File: src/rtl/fifo_pack_reader_if.sv
// ---------------------------------------------------------------------------
// fifo_pack_reader_if
//   Bundles the FIFO read port, the flush request and the packed output
//   stream of fifo_pack_reader.
//   master : the packing reader (drives fifo_rd_en_o and the m_* stream)
//   slave  : the environment (FIFO + downstream consumer)
//   Signals:
//     fifo_empty_i  FIFO empty flag
//     fifo_rd_en_o  FIFO read strobe
//     fifo_dout_i   FIFO read data, valid the cycle after a strobe
//     flush_i       level request to emit a partially filled word
//     m_data_o      packed word, lane k = bits [k*WIDTH +: WIDTH]
//     m_cnt_o       number of valid lanes in m_data_o
//     m_valid_o     output word valid
//     m_ready_i     downstream accept
//     busy_o        any data held or in flight
// ---------------------------------------------------------------------------
interface fifo_pack_reader_if #(
    parameter int WIDTH = 8,
    parameter int RATIO = 4
);
    localparam int CNT_W = $clog2(RATIO) + 1;

    logic                     fifo_empty_i;
    logic                     fifo_rd_en_o;
    logic [WIDTH-1:0]         fifo_dout_i;
    logic                     flush_i;
    logic [WIDTH*RATIO-1:0]   m_data_o;
    logic [CNT_W-1:0]         m_cnt_o;
    logic                     m_valid_o;
    logic                     m_ready_i;
    logic                     busy_o;

    modport master (
        input  fifo_empty_i, fifo_dout_i, flush_i, m_ready_i,
        output fifo_rd_en_o, m_data_o, m_cnt_o, m_valid_o, busy_o
    );

    modport slave (
        output fifo_empty_i, fifo_dout_i, flush_i, m_ready_i,
        input  fifo_rd_en_o, m_data_o, m_cnt_o, m_valid_o, busy_o
    );
endinterface

File: src/rtl/fifo_pack_reader.sv
// ---------------------------------------------------------------------------
// fifo_pack_reader
//   Pops narrow words from a synchronous FIFO with a registered read port
//   (data arrives the cycle after the strobe), packs RATIO of them LSB-first
//   into one wide word and offers it through a 2-entry output buffer on a
//   valid/ready stream. A flush request emits a partially filled word with
//   its lane count; unused lanes read as zero.
//   Ports:
//     clk_i      clock, rising edge
//     reset_n_i  asynchronous active-low reset
//     bus        fifo_pack_reader_if.master (FIFO port, flush, output stream)
// ---------------------------------------------------------------------------
module fifo_pack_reader #(
    parameter int WIDTH = 8,
    parameter int RATIO = 4
) (
    input  logic               clk_i,
    input  logic               reset_n_i,
    fifo_pack_reader_if.master bus
);
    localparam int OUT_W  = WIDTH * RATIO;
    localparam int CNT_W  = $clog2(RATIO) + 1;
    localparam int LANE_W = (RATIO > 1) ? $clog2(RATIO) : 1;
    localparam int OCC_W  = $clog2(3 * RATIO + 1) + 1;

    localparam logic [LANE_W-1:0] LAST_LANE = LANE_W'(RATIO - 1);
    localparam logic [CNT_W-1:0]  FULL_CNT  = CNT_W'(RATIO);
    localparam logic [OCC_W-1:0]  RATIO_OCC = OCC_W'(RATIO);

    // State
    logic                 inflight_reg;
    logic [LANE_W-1:0]    pack_cnt_reg;
    logic [OUT_W-1:0]     pack_reg;
    logic [OUT_W-1:0]     buf_data_reg [2];
    logic [CNT_W-1:0]     buf_cnt_reg  [2];
    logic [1:0]           out_count_reg;

    // Combinational helpers
    logic                 buf_pop;
    logic                 buf_push;
    logic                 full_push;
    logic                 flush_push;
    logic                 rd_en;
    logic [OCC_W-1:0]     occ;
    logic [OCC_W-1:0]     occ_limit;
    logic [OUT_W-1:0]     cap_word;
    logic [OUT_W-1:0]     push_data;
    logic [CNT_W-1:0]     push_cnt;
    logic [1:0]           count_after_pop;
    logic [1:0]           out_count_next;
    logic [OUT_W-1:0]     buf_data_next [2];
    logic [CNT_W-1:0]     buf_cnt_next  [2];

    assign buf_pop = (out_count_reg != 2'd0) && bus.m_ready_i;

    // Occupancy counts every narrow word we have committed to hold: buffered
    // entries are charged a full RATIO even when they carry a partial word,
    // which keeps the bound conservative. The pop credit lets a read issue in
    // the same cycle a word leaves, so a ready stream runs without bubbles.
    assign occ       = OCC_W'(out_count_reg) * RATIO_OCC
                     + OCC_W'(pack_cnt_reg) + OCC_W'(inflight_reg);
    assign occ_limit = (RATIO_OCC << 1) + (buf_pop ? RATIO_OCC : '0);

    // Gated by reset_n_i so the strobe is low throughout reset.
    assign rd_en = reset_n_i && !bus.fifo_empty_i && !bus.flush_i
                   && (occ < occ_limit);
    assign bus.fifo_rd_en_o = rd_en;

    // Pack register with the returning FIFO word merged into lane pack_cnt.
    generate
        for (genvar gi = 0; gi < RATIO; gi++) begin : g_lane
            assign cap_word[gi*WIDTH +: WIDTH] =
                (inflight_reg && (pack_cnt_reg == LANE_W'(gi)))
                    ? bus.fifo_dout_i
                    : pack_reg[gi*WIDTH +: WIDTH];
        end
    endgenerate

    assign full_push  = inflight_reg && (pack_cnt_reg == LAST_LANE);
    // A partial word only leaves once nothing is still on its way from the
    // FIFO, otherwise that word would land in a freshly cleared register.
    assign flush_push = bus.flush_i && !inflight_reg && (pack_cnt_reg != '0)
                        && ((out_count_reg != 2'd2) || buf_pop);
    assign buf_push   = full_push || flush_push;
    assign push_data  = full_push ? cap_word : pack_reg;
    assign push_cnt   = full_push ? FULL_CNT : CNT_W'(pack_cnt_reg);

    // Output buffer kept head-at-index-0: a pop shifts entry 1 down, and a
    // push lands just behind whatever remains after the pop.
    always_comb begin
        buf_data_next   = buf_data_reg;
        buf_cnt_next    = buf_cnt_reg;
        count_after_pop = out_count_reg - {1'b0, buf_pop};
        if (buf_pop) begin
            buf_data_next[0] = buf_data_reg[1];
            buf_cnt_next[0]  = buf_cnt_reg[1];
        end
        if (buf_push) begin
            buf_data_next[count_after_pop[0]] = push_data;
            buf_cnt_next[count_after_pop[0]]  = push_cnt;
        end
        out_count_next = count_after_pop + {1'b0, buf_push};
    end

    always_ff @(posedge clk_i or negedge reset_n_i) begin
        if (!reset_n_i) begin
            inflight_reg    <= 1'b0;
            pack_cnt_reg    <= '0;
            pack_reg        <= '0;
            buf_data_reg[0] <= '0;
            buf_data_reg[1] <= '0;
            buf_cnt_reg[0]  <= '0;
            buf_cnt_reg[1]  <= '0;
            out_count_reg   <= 2'd0;
        end else begin
            inflight_reg <= rd_en;
            if (full_push || flush_push) begin
                pack_reg     <= '0;
                pack_cnt_reg <= '0;
            end else if (inflight_reg) begin
                pack_reg     <= cap_word;
                pack_cnt_reg <= pack_cnt_reg + LANE_W'(1);
            end
            buf_data_reg  <= buf_data_next;
            buf_cnt_reg   <= buf_cnt_next;
            out_count_reg <= out_count_next;
        end
    end

    assign bus.m_data_o  = buf_data_reg[0];
    assign bus.m_cnt_o   = buf_cnt_reg[0];
    assign bus.m_valid_o = (out_count_reg != 2'd0);
    assign bus.busy_o    = inflight_reg || (pack_cnt_reg != '0)
                           || (out_count_reg != 2'd0);
endmodule

File: src/flat_wrapper.sv
// flat-port wrapper written by rule: the top's interface ports become plain ports
module fifo_pack_reader_flat 
#(
    parameter int WIDTH = 8,
    parameter int RATIO = 4
)
  (clk_i, reset_n_i, bus_fifo_empty_i, bus_fifo_dout_i, bus_flush_i, bus_m_ready_i, bus_fifo_rd_en_o, bus_m_data_o, bus_m_cnt_o, bus_m_valid_o, bus_busy_o);
  fifo_pack_reader_if #(.WIDTH(WIDTH), .RATIO(RATIO)) bus_i ();
  input  logic clk_i;
  input  logic reset_n_i;
  input wire logic [$bits(bus_i.fifo_empty_i)-1:0] bus_fifo_empty_i;
  input wire logic [$bits(bus_i.fifo_dout_i)-1:0] bus_fifo_dout_i;
  input wire logic [$bits(bus_i.flush_i)-1:0] bus_flush_i;
  input wire logic [$bits(bus_i.m_ready_i)-1:0] bus_m_ready_i;
  output wire logic [$bits(bus_i.fifo_rd_en_o)-1:0] bus_fifo_rd_en_o;
  output wire logic [$bits(bus_i.m_data_o)-1:0] bus_m_data_o;
  output wire logic [$bits(bus_i.m_cnt_o)-1:0] bus_m_cnt_o;
  output wire logic [$bits(bus_i.m_valid_o)-1:0] bus_m_valid_o;
  output wire logic [$bits(bus_i.busy_o)-1:0] bus_busy_o;
  assign bus_i.fifo_empty_i = bus_fifo_empty_i;
  assign bus_i.fifo_dout_i = bus_fifo_dout_i;
  assign bus_i.flush_i = bus_flush_i;
  assign bus_i.m_ready_i = bus_m_ready_i;
  assign bus_fifo_rd_en_o = bus_i.fifo_rd_en_o;
  assign bus_m_data_o = bus_i.m_data_o;
  assign bus_m_cnt_o = bus_i.m_cnt_o;
  assign bus_m_valid_o = bus_i.m_valid_o;
  assign bus_busy_o = bus_i.busy_o;
  fifo_pack_reader #(.WIDTH(WIDTH), .RATIO(RATIO)) u_core (.clk_i(clk_i), .reset_n_i(reset_n_i), .bus(bus_i));
endmodule
File: config.mk
export PLATFORM = sky130hd
export DESIGN_NAME = fifo_pack_reader_flat
export DESIGN_NICKNAME = d
export VERILOG_FILES = /design/src/rtl/fifo_pack_reader_if.sv /design/src/rtl/fifo_pack_reader.sv /design/src/flat_wrapper.sv
export SDC_FILE = /design/constraint.sdc
export NUM_CORES = 1
export LEC_CHECK = 0
export CAP_MARGIN = 10
export CORE_MARGIN = 2
export CORE_UTILIZATION = 37
export DETAILED_ROUTE_END_ITERATION = 8
export PLACE_DENSITY = 0.68
export SYNTH_ARGS = -nofsm -noshare
export SYNTH_HDL_FRONTEND = slang
export SYNTH_SLANG_ARGS = --single-unit
File: constraint.sdc
create_clock -name clk_i -period 5.9 [get_ports clk_i]
set_clock_uncertainty 0.05 [all_clocks]
set_input_delay 0.885 -clock clk_i [delete_from_list [all_inputs] [get_ports clk_i]]
set_output_delay 0.885 -clock clk_i [all_outputs]
set_load 0.05 [all_outputs]
### Word level (Yosys, flattened, before mapping)

Cells that the tools add are included.

| word-level totals | value |
|---|---|
| bits in writable memories | 0 |
| memory bits (read-only) | 0 |
| latch bits | 0 |
| memories kept | 0 |
| flip-flop bits (word level) | 107 |

| operators by class | value |
|---|---|
| equal/unequal tests | 4 |
| shift operators | 0 |
| $mul | 0 |
| order comparisons | 3 |
| add/sub/neg operators | 6 |
| div/mod/pow operators | 0 |
| bitwise logic cells | 1 |
| reduce and logical (&&, ||, !) cells | 23 |
| mux-type cells | 21 |

Operators by type and width:

| kind | number |
|---|---|
| two-way mux 32 bit | 5 |
| bitwise mux 64 bit | 1 |
| two-way mux 64 bit | 1 |
| demux 32 bit (select 1 bit) | 1 |
| two-way mux 8 bit | 4 |
| logical AND 1 bit | 12 |
| two-way mux 3 bit | 4 |
| bitwise mux 6 bit | 1 |
| two-way mux 6 bit | 1 |
| nonzero test 2 bit | 3 |
| adder 4 x 2 -> 5 bit | 1 |
| adder 4 x 5 -> 5 bit, first input constant | 1 |
| adder 5 x 1 -> 5 bit | 1 |
| < comparator 5 bit | 1 |
| == test 2 bit, second input constant | 2 |
| logical OR 1 bit | 4 |
| two-way mux 2 bit | 2 |
| demux 3 bit (select 1 bit) | 1 |
| zero test 1 bit | 3 |
| adder 2 x 1 -> 2 bit | 1 |
| adder 2 x 1 -> 2 bit, second input constant | 1 |
| == test 2 x 1 -> 1 bit, second input constant | 1 |
| >= comparator 2 bit, second input constant | 1 |
| zero test 2 bit | 1 |
| 4 further kinds | 4 |

### Depth between registers and ports, before layout

Gate-level depths: netlist (run 1).

| logic depth | value |
|---|---|
| depth in word-level cells | 10 |
| gate-level depth with buffers | 8 |
| depth with buffers taken out | 6 |

### Worst setup path before layout (run 1)

No wires, ideal clock.

| timing path | value |
|---|---|
| path kind | input -> output |
| from | input bus_m_ready_i |
| to | output bus_fifo_rd_en_o |
| cell stages on the path | 4 |
| data required time | 4.965 ns |
| arrival | 1.914 ns |
| path buffers | 0 |
| slack | 3.051 ns |
| path through | nor2b_1 nor2b_1 nor4b_1 o41a_1 |

| between the ends | value |
|---|---|
| longest elaborated chain between the ends | 5 |

RTL lines:

| item | RTL line | text |
|---|---|---|
| start: declaration | flat_wrapper.sv:14 | `input wire logic [$bits(bus_i.m_ready_i)-1:0] bus_m_ready_i;` |
| logical AND 1 bit | fifo_pack_reader.sv:54 | `assign buf_pop = (out_count_reg != 2'd0) && bus.m_ready_i;` |
| two-way mux 3 bit | fifo_pack_reader.sv:62 | `assign occ_limit = (RATIO_OCC << 1) + (buf_pop ? RATIO_OCC : '0);` |
| adder 4 x 5 -> 5 bit | fifo_pack_reader.sv:62 |  |
| < comparator 5 bit | fifo_pack_reader.sv:66 | `&& (occ < occ_limit);` |
| logical AND 1 bit | fifo_pack_reader.sv:66 |  |
| end: declaration | flat_wrapper.sv:15 | `output wire logic [$bits(bus_i.fifo_rd_en_o)-1:0] bus_fifo_rd_en_o;` |

Every way passes these cells.

### Final worst setup path (run 1)

Same ends and word-level chain as after synthesis.

==> run_summary.xml, run 1 <==
<?xml version="1.0" encoding="UTF-8"?>
<metrics>
  <group name="layout">
    <metric name="multiInputGateArea" unit="mm2">0.00226</metric>
    <metric name="fillCellCount" unit="">1343</metric>
    <metric name="register_area" unit="mm2">0.00268</metric>
    <metric name="final_net_count" unit="">533</metric>
    <metric name="postLayoutCoreUtil" unit="%">42.0</metric>
    <metric name="layout_commonest_cell" unit="">a21oi_1</metric>
    <metric name="layout-area-overhead-vs-synth" unit="%">12.3</metric>
    <metric name="layout-drive-gt1-share" unit="%">5.96</metric>
    <metric name="ant_diodes" unit="">0</metric>
    <metric name="layout_common_cells" unit="">a21oi_1 (114), dfrtp_1 (107), mux2i_1 (81)</metric>
  </group>
  <group name="pwr">
    <metric name="combinationalPowerShare" unit="%">48.8</metric>
    <metric name="internal_power" unit="uW">2050</metric>
    <metric name="p_sw" unit="uW">1560</metric>
    <metric name="p_seq_share" unit="%">34.9</metric>
    <metric name="switching_share" unit="%">43.2</metric>
    <metric name="maximum_resistive_drop_on_vdd" unit="mV">0.373</metric>
    <metric name="power_frac_clock" unit="%">16.3</metric>
    <metric name="pwr_total" unit="uW">3620</metric>
    <metric name="static-leakage-power" unit="uW">0.00297</metric>
    <metric name="cellPowerDensity" unit="mW/mm2">599</metric>
  </group>
  <group name="grt">
    <metric name="grt_use_total" unit="%">15.7</metric>
    <metric name="antenna_found_initial" unit="">0</metric>
    <metric name="grt_start_max_net_pins" unit="">70</metric>
    <metric name="first_pass_grt_wire_length" unit="um">19900</metric>
    <metric name="global_route.overflow_total" unit="">0</metric>
    <metric name="met2_usage" unit="%">24.9</metric>
    <metric name="globalRoute.busiestLayer" unit="">met2</metric>
    <metric name="gr-usage-met3" unit="%">2.92</metric>
    <metric name="vias_in_the_first_global_route" unit="">3837</metric>
    <metric name="grt_use_met1" unit="%">21.6</metric>
  </group>
  <group name="worst_setup_path">
    <metric name="crit_start" unit="">bus_m_ready_i</metric>
    <metric name="critical_path_cell_count" unit="">6</metric>
    <metric name="critical_path_buf_inv_count" unit="">2</metric>
    <metric name="type_of_destination_of_the_critical_path" unit="">primary output</metric>
    <metric name="reg2reg_from" unit="">u_core.out_count_reg[0]</metric>
    <metric name="critPathSlowestCell" unit="">clkdlybuf4s50_1</metric>
    <metric name="critPathRequiredTime" unit="ps">4970</metric>
    <metric name="r2r_setup_slack" unit="ps">2660</metric>
    <metric name="cpPeakStageDelay" unit="ps">830</metric>
    <metric name="critical_path_arrival" unit="ps">3190</metric>
    <metric name="start_kind" unit="">input port</metric>
    <metric name="worst-r2r-cell-count" unit="">5</metric>
    <metric name="critical_path.max_fanout" unit="">4</metric>
    <metric name="cp_top_family" unit="">buffers and inverters</metric>
    <metric name="crit_path_cells" unit="">clkdlybuf4s50_1 &gt; nor2b_1 &gt; nor2b_1 &gt; nor4b_1 &gt; o41a_1 &gt; clkdlybuf4s50_1</metric>
    <metric name="critical_path_class" unit="">in2out</metric>
  </group>
  <group name="synthesis">
    <metric name="ys_seq_elements" unit="">107</metric>
    <metric name="syn_nets" unit="">537</metric>
    <metric name="post_synthesis_sequential_area_ratio" unit="%">49.8</metric>
    <metric name="post_synth.cell_area_avg" unit="um2">10.3</metric>
    <metric name="synthDistinctLibCells" unit="">35</metric>
    <metric name="netlist_area" unit="mm2">0.00538</metric>
    <metric name="syn_inst" unit="">520</metric>
    <metric name="yosysWarnings" unit="">0</metric>
  </group>
  <group name="timing">
    <metric name="rsz0062_at_grt" unit="">no</metric>
    <metric name="tightestPinTransition" unit="ps">1190</metric>
    <metric name="timing.final.crit_period" unit="ps">4120</metric>
    <metric name="final.period_utilization" unit="%">69.8</metric>
    <metric name="final.setup.tns" unit="ps">0</metric>
    <metric name="maxSlewViolCount" unit="">0</metric>
    <metric name="timing.final.setup_violations" unit="">0</metric>
    <metric name="slew_headroom" unit="%">20.4</metric>
    <metric name="finalHoldViolCount" unit="">0</metric>
    <metric name="achievable-frequency" unit="MHz">243</metric>
  </group>
  <group name="place">
    <metric name="finalWeightedCongestion" unit="">0.774</metric>
    <metric name="portBuffers" unit="">50</metric>
    <metric name="dp_hpwl" unit="um">7650</metric>
  </group>
  <group name="drt">
    <metric name="drtPass1Iterations" unit="">4</metric>
    <metric name="num_vias" unit="">3837</metric>
    <metric name="viasPerCell" unit="">5.45</metric>
    <metric name="drtAntennaViolNets" unit="">0</metric>
    <metric name="drcViolationCount" unit="">0</metric>
    <metric name="detail_route.wl_per_cell" unit="um">16.9</metric>
    <metric name="drt_wl_total" unit="um">11900</metric>
    <metric name="drt-initial-drc-count" unit="">271</metric>
  </group>
  <group name="cts">
    <metric name="cts_tree" unit="">built</metric>
    <metric name="ctsResizeCount" unit="">0</metric>
    <metric name="cts_max_path_buffers" unit="">2</metric>
    <metric name="post_cts_buffers" unit="">0</metric>
    <metric name="cts-htree-levels" unit="">3</metric>
    <metric name="path_clk_slew" unit="ps">70</metric>
    <metric name="cts_root_buffer" unit="">clkbuf_16</metric>
    <metric name="cts_sinks" unit="">107</metric>
    <metric name="hold_fix_buffers_at_cts" unit="">0</metric>
    <metric name="cts-buffers-inserted" unit="">9</metric>
    <metric name="clock_latency_reported_for_the_late_side_of_the_worst_skew_pair" unit="ps">340</metric>
  </group>
  <group name="die">
    <metric name="io_pins" unit="">51</metric>
    <metric name="fp.dieW" unit="um">125</metric>
    <metric name="die_y" unit="um">125</metric>
    <metric name="core_footprint" unit="mm2">0.0144</metric>
    <metric name="initial_utilization" unit="%">37.4</metric>
    <metric name="dieArea" unit="mm2">0.0155</metric>
    <metric name="row_count" unit="">44</metric>
  </group>
  <group name="run">
    <metric name="drv.max_cap_violation_count" unit="">0</metric>
  </group>
  <group name="run_status">
    <metric name="status" unit="">completed</metric>
  </group>
  <group name="hold_path">
    <metric name="worst_hold_path_type" unit="">in2async</metric>
  </group>
</metrics>
cell type report:
class,instances,share of cell area (%)
clock buffers,11,3.85
flip-flops and latches,107,44.3
repair buffers,59,9.43
multi-input cells,334,37.4
well taps,184,3.81
inverters,5,0.311
clock inverters,4,0.850
cell families after synthesis:
| family | synth area share (%) |
|---|---|
| and+or+nand+nor | 10.0 |
| AOI/OAI and AO/OA | 14.8 |
| buffers and inverters | 8.65 |
| adders and majority gates | 0.930 |
| xor gates and xnor gates | 0.326 |
| DFF | 49.8 |
| muxes | 15.5 |
through the flow:
| step | setup WS, ps | instance area (um2) | hold WS (ps) | instances |
|---|---|---|---|---|
| floorplan | 3050 | 5380 | 412 | 520 |
| global placement | 1790 | 5740 | 425 | 688 |
| CTS | 1770 | 6030 | 463 | 703 |
| global route | 1620 | 6040 | 477 | 704 |
| detailed placement | 1690 | 5740 | 444 | 688 |
| finish | 1780 | 6040 | 453 | 704 |
cells in the mapped netlist (all sizes together):
cell type  instances  area share (%)
o22ai              9             1.0
nand2              5            0.35
a31oi              1            0.12
dfrtp            107              50
o21ai              2            0.19
nor4b              1            0.16
a32o               2            0.37
o41a               1            0.21
xnor2              2            0.33
nor2b              3            0.35
mux2i             81              15
inv                4            0.28
o41ai              1            0.30
nand2b            24             2.8
a21o               1            0.14
mux2               2            0.42
buf               61             7.4
a22oi              8             1.1
and3               8            0.93
nand3             29             2.7
a22o               2            0.33
clkbuf            13            0.91
or4                1            0.21
a21oi            115              11
o211a              1            0.19
ha                 4            0.93
nor4               1            0.23
nand3b             1            0.14
nor3b              1            0.23
clkinv             1           0.070
nor2              28             2.0
power groups by stage:
stage	Clock (uW)	Combinational (uW)	Sequential (uW)
detailed placement	0	1770	1280
CTS	602	1780	1260
floorplan	0	1490	1210
global route	631	1920	1300
global placement	0	1720	1260
finish	588	1760	1260
per-layer routing:
layer	routed length, um	share of wire, %
met1	5400	45
met2	5710	48
met3	474	4.0
met4	281	2.4
met5	0	0
worst paths after layout:
kind,end
worst max register to register,u_core.bus.m_data_o[30]
max in group asynchronous,u_core.bus.m_data_o[20]
worst min-delay path,asynchronous set/reset pin
min in group clk_i,flip-flop
worst min register to register,flip-flop
worst max-delay path,bus_fifo_rd_en_o
No activity file was read; power rests on OpenSTA's default activity.
==> run 2: changes to the inputs <==
Clock period 5.9 ns to 3.95 ns, I/O delays scaled along.
==> run_summary.xml, run 2 (same netlist as run 1, synthesis figures left out) <==
<?xml version="1.0" encoding="UTF-8"?>
<metrics>
  <group name="timing">
    <metric name="achievable-frequency" unit="MHz">297</metric>
    <metric name="final.period_utilization" unit="%">85.3</metric>
    <metric name="tightestPinTransition" unit="ps">1040</metric>
    <metric name="worst_hold_slack" unit="ps">154</metric>
    <metric name="timing.final.setup_violations" unit="">0</metric>
    <metric name="timing.final.crit_period" unit="ps">3370</metric>
    <metric name="slew_headroom" unit="%">30.7</metric>
    <metric name="rsz0062_at_grt" unit="">no</metric>
    <metric name="finalHoldViolCount" unit="">0</metric>
    <metric name="maxSlewViolCount" unit="">0</metric>
    <metric name="final.setup.tns" unit="ps">0</metric>
  </group>
  <group name="grt">
    <metric name="grt_use_total" unit="%">16.7</metric>
    <metric name="vias_in_the_first_global_route" unit="">3850</metric>
    <metric name="first_pass_grt_wire_length" unit="um">21000</metric>
    <metric name="antenna_found_initial" unit="">0</metric>
    <metric name="grt_start_max_net_pins" unit="">70</metric>
    <metric name="global_route.overflow_total" unit="">0</metric>
  </group>
  <group name="worst_setup_path">
    <metric name="cpPeakStageDelay" unit="ps">830</metric>
    <metric name="start_kind" unit="">input port</metric>
    <metric name="critical_path_buf_inv_count" unit="">2</metric>
    <metric name="critPathRequiredTime" unit="ps">4160</metric>
    <metric name="worst-r2r-cell-count" unit="">5</metric>
    <metric name="crit_path_cells" unit="">clkdlybuf4s50_1 &gt; nor2b_1 &gt; a21oi_1 &gt; nand2_1 &gt; buf_12 &gt; mux2i_1</metric>
    <metric name="critPathSlowestCell" unit="">a21oi_1</metric>
    <metric name="critical_path.max_fanout" unit="">20</metric>
    <metric name="critical_path_cell_count" unit="">6</metric>
    <metric name="worst_setup_path_endpoint" unit="">u_core.bus.m_data_o[10]</metric>
    <metric name="reg2reg_from" unit="">u_core.out_count_reg[0]</metric>
    <metric name="end_of_the_worst_register_to_register_path" unit="">u_core.bus.m_data_o[10]</metric>
    <metric name="crit_start" unit="">bus_m_ready_i</metric>
    <metric name="cp_top_family" unit="">simple AND/OR/NAND/NOR gates</metric>
    <metric name="type_of_destination_of_the_critical_path" unit="">flip-flop</metric>
    <metric name="critical_path_class" unit="">in2reg</metric>
    <metric name="critical_path_arrival" unit="ps">3580</metric>
    <metric name="r2r_setup_slack" unit="ps">940</metric>
  </group>
  <group name="drt">
    <metric name="drtPass1Iterations" unit="">6</metric>
    <metric name="drcViolationCount" unit="">0</metric>
    <metric name="detail_route.wl_per_cell" unit="um">17.8</metric>
    <metric name="viasPerCell" unit="">5.54</metric>
    <metric name="num_vias" unit="">3916</metric>
    <metric name="drt-initial-drc-count" unit="">358</metric>
    <metric name="drtAntennaViolNets" unit="">0</metric>
    <metric name="drt_wl_total" unit="um">12600</metric>
  </group>
  <group name="run_status">
    <metric name="status" unit="">completed</metric>
  </group>
  <group name="cts">
    <metric name="clock_latency_reported_for_the_late_side_of_the_worst_skew_pair" unit="ps">350</metric>
    <metric name="ctsResizeCount" unit="">0</metric>
    <metric name="path_clk_slew" unit="ps">70</metric>
    <metric name="cts_tree" unit="">built</metric>
    <metric name="cts_sinks" unit="">107</metric>
    <metric name="cts-buffers-inserted" unit="">9</metric>
    <metric name="post_cts_buffers" unit="">0</metric>
    <metric name="cts_root_buffer" unit="">clkbuf_16</metric>
    <metric name="hold_fix_buffers_at_cts" unit="">0</metric>
    <metric name="cts_max_path_buffers" unit="">2</metric>
    <metric name="cts-htree-levels" unit="">3</metric>
  </group>
  <group name="place">
    <metric name="dp_hpwl" unit="um">8040</metric>
    <metric name="portBuffers" unit="">50</metric>
    <metric name="dp.cells" unit="">691</metric>
    <metric name="finalWeightedCongestion" unit="">0.785</metric>
  </group>
  <group name="layout">
    <metric name="layout-area-overhead-vs-synth" unit="%">13.1</metric>
    <metric name="final_net_count" unit="">535</metric>
    <metric name="ant_diodes" unit="">0</metric>
    <metric name="layout_commonest_cell" unit="">a21oi_1</metric>
    <metric name="layoutNonFillerInstCount" unit="">707</metric>
    <metric name="layout_common_cells" unit="">a21oi_1 (114), dfrtp_1 (107), mux2i_1 (81)</metric>
    <metric name="fillCellCount" unit="">1367</metric>
    <metric name="layout-drive-gt1-share" unit="%">7.07</metric>
  </group>
  <group name="run">
    <metric name="drv.max_cap_violation_count" unit="">0</metric>
  </group>
  <group name="die">
    <metric name="fp.dieW" unit="um">125</metric>
    <metric name="row_count" unit="">44</metric>
    <metric name="core_footprint" unit="mm2">0.0144</metric>
    <metric name="dieArea" unit="mm2">0.0155</metric>
    <metric name="io_pins" unit="">51</metric>
    <metric name="initial_utilization" unit="%">37.4</metric>
    <metric name="die_y" unit="um">125</metric>
  </group>
  <group name="pwr">
    <metric name="maximum_resistive_drop_on_vdd" unit="mV">0.475</metric>
    <metric name="static-leakage-power" unit="uW">0.00300</metric>
    <metric name="pwr_total" unit="uW">5490</metric>
    <metric name="cellPowerDensity" unit="mW/mm2">903</metric>
  </group>
  <group name="hold_path">
    <metric name="worst_hold_path_type" unit="">in2async</metric>
  </group>
</metrics>
==> run 2: cell types whose count changed in the layout (fill, tap and decap cells not counted), sizes merged <==
cell,change
clkinv,+1
clkbuf,-2
clkdlybuf4s50,-1
inv,+2
buf,+3
==> run 2: cell type report <==
type / instances / area [um2] / share of cell area (%)
flip-flops and latches: 107 / 2680 / 44.0
multi-input cells: 334 / 2260 / 37.1
repair buffers: 61 / 591 / 9.71
well taps: 184 / 230 / 3.78
clock buffers: 9 / 225 / 3.70
clock inverters: 7 / 83.8 / 1.38
inverters: 5 / 18.8 / 0.308
==> run 2: power breakdown <==
group	total (uW)	leakage (uW)	switching, uW	internal [uW]
Combinational	2670	0.00158	1670	1000
Clock	932	0.000149	429	503
Sequential	1890	0.00127	306	1580
==> run 2: worst reg2reg max path, delay by kind of cell (launching register included) <==
| family | cells | cell delay [ps] |
|---|---|---|
| buf+inv | 1 | 420 |
| flops | 1 | 430 |
| simple gates | 2 | 1010 |
| compound gates | 1 | 810 |
| mux | 1 | 200 |
==> run 2: stage by stage <==
step                      utilization [%]  cell area, um2  worst slack (ps)
after detailed placement             40.2            5780               208
final                                42.3            6080               581
after floorplan                         -            5380              1640
after global routing                 42.3            6080               356
after CTS                            42.3            6080               578
after global placement               40.2            5780               324
==> run 2: worst min path at each step <==
stage | from | end | cells after the start
6_report | reset_n_i | u_core.bus.m_data_o[1] | 1
5_1_grt | reset_n_i | u_core.bus.m_cnt_o[0] | 1
4_1_cts | reset_n_i | u_core.bus.m_cnt_o[0] | 1
3_5_place_dp | flip-flop | flip-flop | 1
3_3_place_gp | flip-flop | flip-flop | 1
2_1_floorplan | reset_n_i | asynchronous set/reset pin | 0
==> run 2: metal layers <==
| layer | part of all wire [%] | GRT usage [%] | up-vias |
|---|---|---|---|
| met4 | 2.0 | 5.95 | 0 |
| met1 | 45 | 23.4 | 1970 |
| met5 | 0 | 0 | - |
| met2 | 48 | 25.8 | 116 |
| met3 | 4.8 | 3.48 | 19 |
| li1 | - | - | 1811 |
==> run 3: changes to the inputs <==
--- a/config.mk
+++ b/config.mk
@@ -10,4 +10,5 @@
 export CORE_UTILIZATION = 37
 export DETAILED_ROUTE_END_ITERATION = 8
+export MAX_ROUTING_LAYER = met4
 export PLACE_DENSITY = 0.68
 export SYNTH_ARGS = -nofsm -noshare
--- a/constraint.sdc
+++ b/constraint.sdc
@@ -3,3 +3,3 @@
 set_input_delay 0.5925 -clock clk_i [delete_from_list [all_inputs] [get_ports clk_i]]
 set_output_delay 0.5925 -clock clk_i [all_outputs]
-set_load 0.05 [all_outputs]
+set_load 0.01 [all_outputs]
==> run_summary.xml, run 3 (same netlist as run 1, synthesis figures left out) <==
<?xml version="1.0" encoding="UTF-8"?>
<metrics>
  <group name="die">
    <metric name="row_count" unit="">44</metric>
    <metric name="core_footprint" unit="mm2">0.0144</metric>
    <metric name="initial_utilization" unit="%">37.4</metric>
    <metric name="die_y" unit="um">125</metric>
    <metric name="dieArea" unit="mm2">0.0155</metric>
    <metric name="fp.dieW" unit="um">125</metric>
    <metric name="io_pins" unit="">51</metric>
  </group>
  <group name="place">
    <metric name="finalWeightedCongestion" unit="">0.790</metric>
    <metric name="dp_hpwl" unit="um">8100</metric>
    <metric name="portBuffers" unit="">50</metric>
    <metric name="place_area" unit="mm2">0.00578</metric>
  </group>
  <group name="run_status">
    <metric name="status" unit="">completed</metric>
  </group>
  <group name="pwr">
    <metric name="static-leakage-power" unit="uW">0.00298</metric>
    <metric name="maximum_resistive_drop_on_vdd" unit="mV">0.420</metric>
    <metric name="pwr_total" unit="uW">4840</metric>
    <metric name="cellPowerDensity" unit="mW/mm2">797</metric>
  </group>
  <group name="grt">
    <metric name="global_route.overflow_total" unit="">0</metric>
    <metric name="met2_usage" unit="%">26.4</metric>
    <metric name="vias_in_the_first_global_route" unit="">3882</metric>
    <metric name="antenna_found_initial" unit="">0</metric>
    <metric name="globalRoute.busiestLayer" unit="">met2</metric>
    <metric name="grt_use_met1" unit="%">22.3</metric>
    <metric name="first_pass_grt_wire_length" unit="um">20500</metric>
    <metric name="grt_start_max_net_pins" unit="">59</metric>
    <metric name="grt_use_total" unit="%">16.8</metric>
    <metric name="gr-usage-met3" unit="%">3.05</metric>
  </group>
  <group name="timing">
    <metric name="final.setup.tns" unit="ps">0</metric>
    <metric name="achievable-frequency" unit="MHz">292</metric>
    <metric name="rsz0062_at_grt" unit="">no</metric>
    <metric name="timing.final.setup_violations" unit="">0</metric>
    <metric name="final.period_utilization" unit="%">86.7</metric>
    <metric name="maxSlewViolCount" unit="">0</metric>
    <metric name="timing.final.crit_period" unit="ps">3430</metric>
    <metric name="finalHoldViolCount" unit="">0</metric>
    <metric name="tightestPinTransition" unit="ps">1110</metric>
    <metric name="worst_hold_slack" unit="ps">322</metric>
    <metric name="slew_headroom" unit="%">26.1</metric>
  </group>
  <group name="drt">
    <metric name="drt-initial-drc-count" unit="">299</metric>
    <metric name="drtPass1Iterations" unit="">4</metric>
    <metric name="drcViolationCount" unit="">0</metric>
    <metric name="detail_route.wl_per_cell" unit="um">17.5</metric>
    <metric name="drtAntennaViolNets" unit="">0</metric>
    <metric name="num_vias" unit="">3806</metric>
    <metric name="drt_wl_total" unit="um">12400</metric>
    <metric name="viasPerCell" unit="">5.38</metric>
  </group>
  <group name="layout">
    <metric name="fillCellCount" unit="">1388</metric>
    <metric name="layout-drive-gt1-share" unit="%">6.88</metric>
    <metric name="register_area" unit="mm2">0.00268</metric>
    <metric name="layout_common_cells" unit="">a21oi_1 (114), dfrtp_1 (107), mux2i_1 (81)</metric>
    <metric name="ant_diodes" unit="">0</metric>
    <metric name="design_area" unit="mm2">0.00607</metric>
    <metric name="multiInputGateArea" unit="mm2">0.00226</metric>
    <metric name="layout-area-overhead-vs-synth" unit="%">12.8</metric>
    <metric name="final_net_count" unit="">535</metric>
    <metric name="layout_commonest_cell" unit="">a21oi_1</metric>
  </group>
  <group name="cts">
    <metric name="cts-buffers-inserted" unit="">9</metric>
    <metric name="cts_tree" unit="">built</metric>
    <metric name="cts_sinks" unit="">107</metric>
    <metric name="cts_root_buffer" unit="">clkbuf_16</metric>
    <metric name="path_clk_slew" unit="ps">80</metric>
    <metric name="clock_latency_reported_for_the_late_side_of_the_worst_skew_pair" unit="ps">350</metric>
    <metric name="cts_max_path_buffers" unit="">2</metric>
    <metric name="post_cts_buffers" unit="">0</metric>
    <metric name="ctsResizeCount" unit="">0</metric>
    <metric name="cts-htree-levels" unit="">3</metric>
    <metric name="hold_fix_buffers_at_cts" unit="">0</metric>
  </group>
  <group name="worst_setup_path">
    <metric name="start_kind" unit="">input port</metric>
    <metric name="critical_path_class" unit="">in2reg</metric>
    <metric name="type_of_destination_of_the_critical_path" unit="">flip-flop</metric>
    <metric name="critPathRequiredTime" unit="ps">4120</metric>
    <metric name="worst-r2r-cell-count" unit="">5</metric>
    <metric name="critical_path_arrival" unit="ps">3590</metric>
    <metric name="critical_path.max_fanout" unit="">20</metric>
  </group>
  <group name="run">
    <metric name="drv.max_cap_violation_count" unit="">0</metric>
  </group>
  <group name="hold_path">
    <metric name="worst_hold_path_type" unit="">in2async</metric>
  </group>
</metrics>
-- run 3: changes by cell type in the layout (fill, tap and decap cells not counted), sizes merged --
cell | previous run | this run
inv | 7 | 5
clkbuf | 9 | 10
clkinv | 3 | 4
clkdlybuf4s50 | 48 | 49
bufinv | 1 | 0
clkinvlp | 1 | 2
buf | 13 | 12
-- run 3: final timing paths --
check,endpoint,from,slack (ps)
min in group clk_i,u_core.pack_reg[31],u_core.pack_reg[31],470
max reg2reg,u_core.bus.m_data_o[11],u_core.out_count_reg[0],880
max in group asynchronous,u_core.pack_reg[8],reset_n_i,2310
max,u_core.bus.m_data_o[11],bus_m_ready_i,520
min reg2reg,u_core.pack_reg[31],u_core.pack_reg[31],470
min,asynchronous set/reset pin,reset_n_i,320
-- run 3: per-layer routing --
metal | wire length, um | share of wire, %
met3 | 682 | 5.5
met1 | 5480 | 44
met5 | 0 | 0
met4 | 212 | 1.7
met2 | 5990 | 48
-- run 3: worst max-delay path, cell delays in order --
cell and delay (ps):
clkdlybuf4s50_1 490, nor2b_1 200, a21oi_1 880, nand2_1 850, buf_12 420, mux2i_1 140
-- run 3: per-stage QoR --
step	setup WS, ps	std cells	utilization [%]
3_3_place_gp	333	691	40.2
3_5_place_dp	216	691	40.2
2_1_floorplan	1920	520	-
4_1_cts	563	707	42.2
6_report	524	707	42.2
5_1_grt	314	707	42.2
-- run 3: power breakdown --
group	switching [uW]	internal [uW]	leakage, uW	total, uW
Combinational	1080	1010	0.00158	2080
Clock	412	451	0.000135	863
Sequential	304	1580	0.00127	1890
Total	1800	3040	0.00298	4840
-- run 3: layout make-up --
type | instances | share of cell area [%]
clock buffer | 10 | 3.94
inverter | 5 | 0.309
timing repair buffer | 61 | 9.78
sequential | 107 | 44.1
tap | 184 | 3.79
multi-input combinational | 334 | 37.2
clock inverter | 6 | 0.825
==> edit 1, RTL diff (settings of run 3) <==
Put a register stage on the output `bus.m_cnt_o`, without a reset. The value now appears one clock later.
--- a/src/rtl/fifo_pack_reader.sv
+++ b/src/rtl/fifo_pack_reader.sv
@@ -128,7 +128,9 @@
     end
 
     assign bus.m_data_o  = buf_data_reg[0];
-    assign bus.m_cnt_o   = buf_cnt_reg[0];
+    always_ff @(posedge clk_i) begin
+        bus.m_cnt_o <= buf_cnt_reg[0];
+    end
     assign bus.m_valid_o = (out_count_reg != 2'd0);
     assign bus.busy_o    = inflight_reg || (pack_cnt_reg != '0)
                            || (out_count_reg != 2'd0);
Behaviour: not the same (a bounded check fails within 4 cycles, from zero or initial values and one cycle with reset_n_i low).
==> edit 1 against run 3 <==
Die area is 0.90% higher; critical path depth is 1 lower; routed wire length is 1.4% lower; count of clock-buffer cells in the layout is 1 higher; final area is 0.76% higher; setup slack better by 0.49 ns; utilization is 0.16 points higher; power is 4.1% lower; non-clock buffer count is 2 lower; sequential cell count is 3 higher; area after synthesis is 0.93% higher; synthesized cell count is 1.2% lower; largest cell class unchanged.
==> edit 1: results <==
[setup_path]
cp_slowest_stage_delay_ns = 0.54
worstPathMaxFanout = 6
cp_top_family = buffers and inverters
cp_slowest_cell = clkdlybuf4s50_1
rr_startpoint = u_core.pack_cnt_reg[0]
rr_endpoint = u_core.bus.m_data_o[10]
cp.arrival_ns = 2.29
ff2ff_setup_slack_ns = 1.13
r2r_cells = 8

[global_routing]
grt_pass1_vias = 3922
use_met2 = 0.2644
grt_max_degree = 78
antenna_found_initial = 0
use_met1 = 0.2122
met3_usage = 0.03081
track_usage = 0.1664
grt_pass1_wl_um = 20170

[synthesis]
syn_nets = 531
ys_seq_area_frac = 0.5043
synth.distinct_cells = 39
synthTopCellsByArea = dfrtp_1 49%, mux2i_1 15%, o21ai_0 4.7%
synth_warnings = 0
async_flop_share = 0.9727
synthTopCellsByCount = 107 x dfrtp_1, 82 x mux2i_1, 51 x o21ai_0

[status]
outcome = finished clean

[finish]
drive_gt1_frac = 0.06513
num_antenna_cells = 0
fill_cells = 1378

[routing]
wirelength_um = 12190
vias = 3825
first_pass_iters = 4
drtIter0Drc = 236

[clocking]
clock_latency_ns = 0.36
cts_resized = 0
clockBufferDepth = 2
cts_root_buf = clkbuf_16
clk_pin_slew_ns = 0.07
htreeDepth = 3
numCtsBuffers = 9
cts_setup_buffers = 0

[place]
portBuffers = 50
dpl_worst_slack_ns = 0.9021
gp_congestion = 0.8077
dp_hpwl_um = 7908

[timing]
holdWs_ns = 0.1124
worstMarginPinSlew_ns = 0.9884

[power]
worst_ir_drop_vdd_mv = 0.4159
leakagePower_nw = 2.990

[hold_path]
hold_class = primary input to async pin
-- edit 1: changes by cell type after synthesis, sizes merged, moves of 2 or more --
cell / before / now
dfxtp: 0 / 3
nand3: 29 / 26
and2: 0 / 10
o21ai: 2 / 55
o2bb2a: 0 / 8
a21oi: 115 / 51
and3: 8 / 0
nor3: 0 / 2
nand2: 5 / 9
buf: 61 / 46
clkbuf: 13 / 21
-- edit 1: how the worst max path moves through the flow --
stage	depth (start not counted)	end	slack (ns)	start
finish	5	bus_fifo_rd_en_o	1.01	bus_m_ready_i
global route	8	u_core.bus.m_data_o[10]	0.94	u_core.pack_cnt_reg[0]
CTS	5	bus_fifo_rd_en_o	1.02	bus_m_ready_i
detailed placement	6	u_core.bus.m_data_o[7]	0.90	bus_m_ready_i
global placement	6	u_core.bus.m_data_o[13]	0.99	bus_m_ready_i
floorplan	8	u_core.pack_reg[10]	1.88	u_core.pack_cnt_reg[0]
-- edit 1: power breakdown --
group / leakage, nW / internal [mW] / switching, mW
registers: 1.34 / 1.60 / 0.290
logic: 1.52 / 0.930 / 0.967
clock network: 0.124 / 0.444 / 0.409
-- edit 1: cell type report --
class,instances,area share
flip-flops and latches,110,0.4478
multi-input cells,332,0.3715
repair buffers,59,0.09456
clock buffers,11,0.03971
well taps,184,0.03766
clock inverters,5,0.005731
inverters,5,0.003070
-- edit 1: metal layers --
layer  part of all wire  vias to the layer above
li1                   -                     1783
met1               0.44                     1925
met2               0.49                       97
met3              0.047                       20
met4              0.020                        0
met5                  0                        -
-- edit 1: stage by stage --
step | utilization | instances | instance area [um^2]
2_1_floorplan | - | 514 | 5429
3_3_place_gp | 0.4046 | 690 | 5836
3_5_place_dp | 0.4046 | 690 | 5836
4_1_cts | 0.4238 | 706 | 6113
5_1_grt | 0.4238 | 706 | 6113
6_report | 0.4238 | 706 | 6113
-- edit 1: cell families after synthesis --
kind of cell             share of synthesized area
AO/OA/AOI/OAI                               0.1493
XOR/XNOR                                  0.001614
adder cells (fa/ha/maj)                   0.009219
buffers and inverters                      0.07951
flip-flops                                  0.5043
multiplexers                                0.1553
AND/OR/NAND/NOR                             0.1007
==> edit 2, RTL diff (flow settings as in run 3) <==
Made on the original files. `RATIO` is set to 4 in 3 places; all go to 8.
--- a/src/rtl/fifo_pack_reader_if.sv
+++ b/src/rtl/fifo_pack_reader_if.sv
@@ -17,7 +17,7 @@
 // ---------------------------------------------------------------------------
 interface fifo_pack_reader_if #(
     parameter int WIDTH = 8,
-    parameter int RATIO = 4
+    parameter int RATIO = 8
 );
     localparam int CNT_W = $clog2(RATIO) + 1;
 
--- a/src/rtl/fifo_pack_reader.sv
+++ b/src/rtl/fifo_pack_reader.sv
@@ -12,7 +12,7 @@
 // ---------------------------------------------------------------------------
 module fifo_pack_reader #(
     parameter int WIDTH = 8,
-    parameter int RATIO = 4
+    parameter int RATIO = 8
 ) (
     input  logic               clk_i,
     input  logic               reset_n_i,
--- a/src/flat_wrapper.sv
+++ b/src/flat_wrapper.sv
@@ -2,7 +2,7 @@
 module fifo_pack_reader_flat 
 #(
     parameter int WIDTH = 8,
-    parameter int RATIO = 4
+    parameter int RATIO = 8
 )
   (clk_i, reset_n_i, bus_fifo_empty_i, bus_fifo_dout_i, bus_flush_i, bus_m_ready_i, bus_fifo_rd_en_o, bus_m_data_o, bus_m_cnt_o, bus_m_valid_o, bus_busy_o);
   fifo_pack_reader_if #(.WIDTH(WIDTH), .RATIO(RATIO)) bus_i ();
Ports: changed (resized bus_m_cnt_o and bus_m_data_o); port bits go from 51 to 84. No check against the original RTL was run, so the function may have changed too.
==> edit 2 against run 3 <==
Sequential cell count rose by 99; routed wire length rose by 89%; final area rose by 93%; highest routed layer unchanged; power rose by 86%; register-to-register slack got worse by 0.14 ns; setup slack improved by 0.13 ns; area after synthesis rose by 91%.
==> edit 2: results <==
[global_routing]
grt_pass1_wl_um = 37540
antenna_found_initial = 0
track_usage = 0.1664
grt_max_degree = 148
grt_pass1_vias = 6835

[setup_path]
cp_top_family = buffers and inverters
worstPathMaxFanout = 9
r2r_cells = 10
cp_slowest_cell = clkdlybuf4s50_1
cp_slowest_stage_delay_ns = 0.51
cp.arrival_ns = 2.66

[routing]
drtIter0Drc = 497
vias_per_cell = 5.129
first_pass_iters = 5
wl_met2_um = 11080
met3WireLength_um = 1045
wl_met1_um = 10730
wl_per_cell_um = 17.65

[clocking]
clockBufferDepth = 3
numCtsBuffers = 22
cts_root_buf = clkbuf_16
clock_latency_ns = 0.50
clk_pin_slew_ns = 0.06
htreeDepth = 1
cts_setup_buffers = 0

[power]
power_frac_clock = 0.229
clock_power_mw = 2.06
leakagePower_nw = 5.708
worst_ir_drop_vdd_mv = 0.3047
switching_share = 0.3406
p_seq_frac = 0.393

[finish]
instances_no_fill = 1325
num_antenna_cells = 0
drive_gt1_frac = 0.06230
layout.nets = 955

[synthesis]
synthCells = 953
ys_seq_area_frac = 0.5006
async_flop_share = 1.000
synthTopCellsByArea = dfrtp_1 50%, mux2i_1 21%, buf_4 5.0%
syn_nets = 974
synthTopCellsByCount = 217 x mux2i_1, 206 x dfrtp_1, 132 x nor2_1
synth_warnings = 0

[timing]
relSlewSlack = 0.3886

[place]
place_area_um2 = 10960
gp_congestion = 0.7789
portBuffers = 83
dpl_worst_slack_ns = 0.5838
dp_hpwl_um = 14670

[status]
outcome = finished clean

[hold_path]
hold_class = primary input to async pin
## edit 2: changes by cell type in the layout (fill, tap and decap cells not counted), moves of 15 or more
cell                    run 3  this run
clkdlybuf4s50_1            49        82
dfrtp_1                   107       206
a21oi_1                   114        82
nand3_1                    29        14
nand2_1                     4        20
nand2b_1                   24         9
a2bb2oi_1                   0        48
nor2_1                     28       132
mux2i_1                    81       217
## edit 2: logic make-up (layout without fill, tap and decap cells)
group	Yosys count	count (layout)	synth area share
compound gates	169	169	0.1079
xor+xnor	3	3	0.002552
fa+ha+maj	8	8	0.009721
buf+inv	151	145	0.08396
flops	206	206	0.5006
mux	218	218	0.2120
simple gates	198	198	0.08323
## edit 2: metal layers
metal / global-route usage / up-vias
met1: 0.2253 / 3383
li1: - / 3213
met2: 0.2623 / 158
met3: 0.02383 / 42
met4: 0.04643 / 0
met5: - / -
## edit 2: area by class of cell
class | instances | area [um^2]
Inverter | 10 | 37.54
Timing Repair Buffer | 98 | 972.2
Clock inverter | 5 | 50.05
Tap cell | 378 | 473.0
Clock buffer | 32 | 679.4
Fill cell | 2620 | 15940
Sequential cell | 206 | 5155
Multi-Input combinational cell | 596 | 4320
## edit 2: path summary, 6_finish.rpt
check | to | start | slack (ns)
hold / removal | async pin | reset_n_i | 0.01
setup reg to reg | register | u_core.pack_cnt_reg[0] | 0.74
setup / recovery | bus_busy_o | u_core.pack_cnt_reg[0] | 0.65
max in group asynchronous | u_core.bus.m_data_o[52] | reset_n_i | 2.69
min in group clk_i | u_core.pack_reg[62] | u_core.pack_reg[62] | 0.44
hold reg to reg | u_core.pack_reg[62] | u_core.pack_reg[62] | 0.44
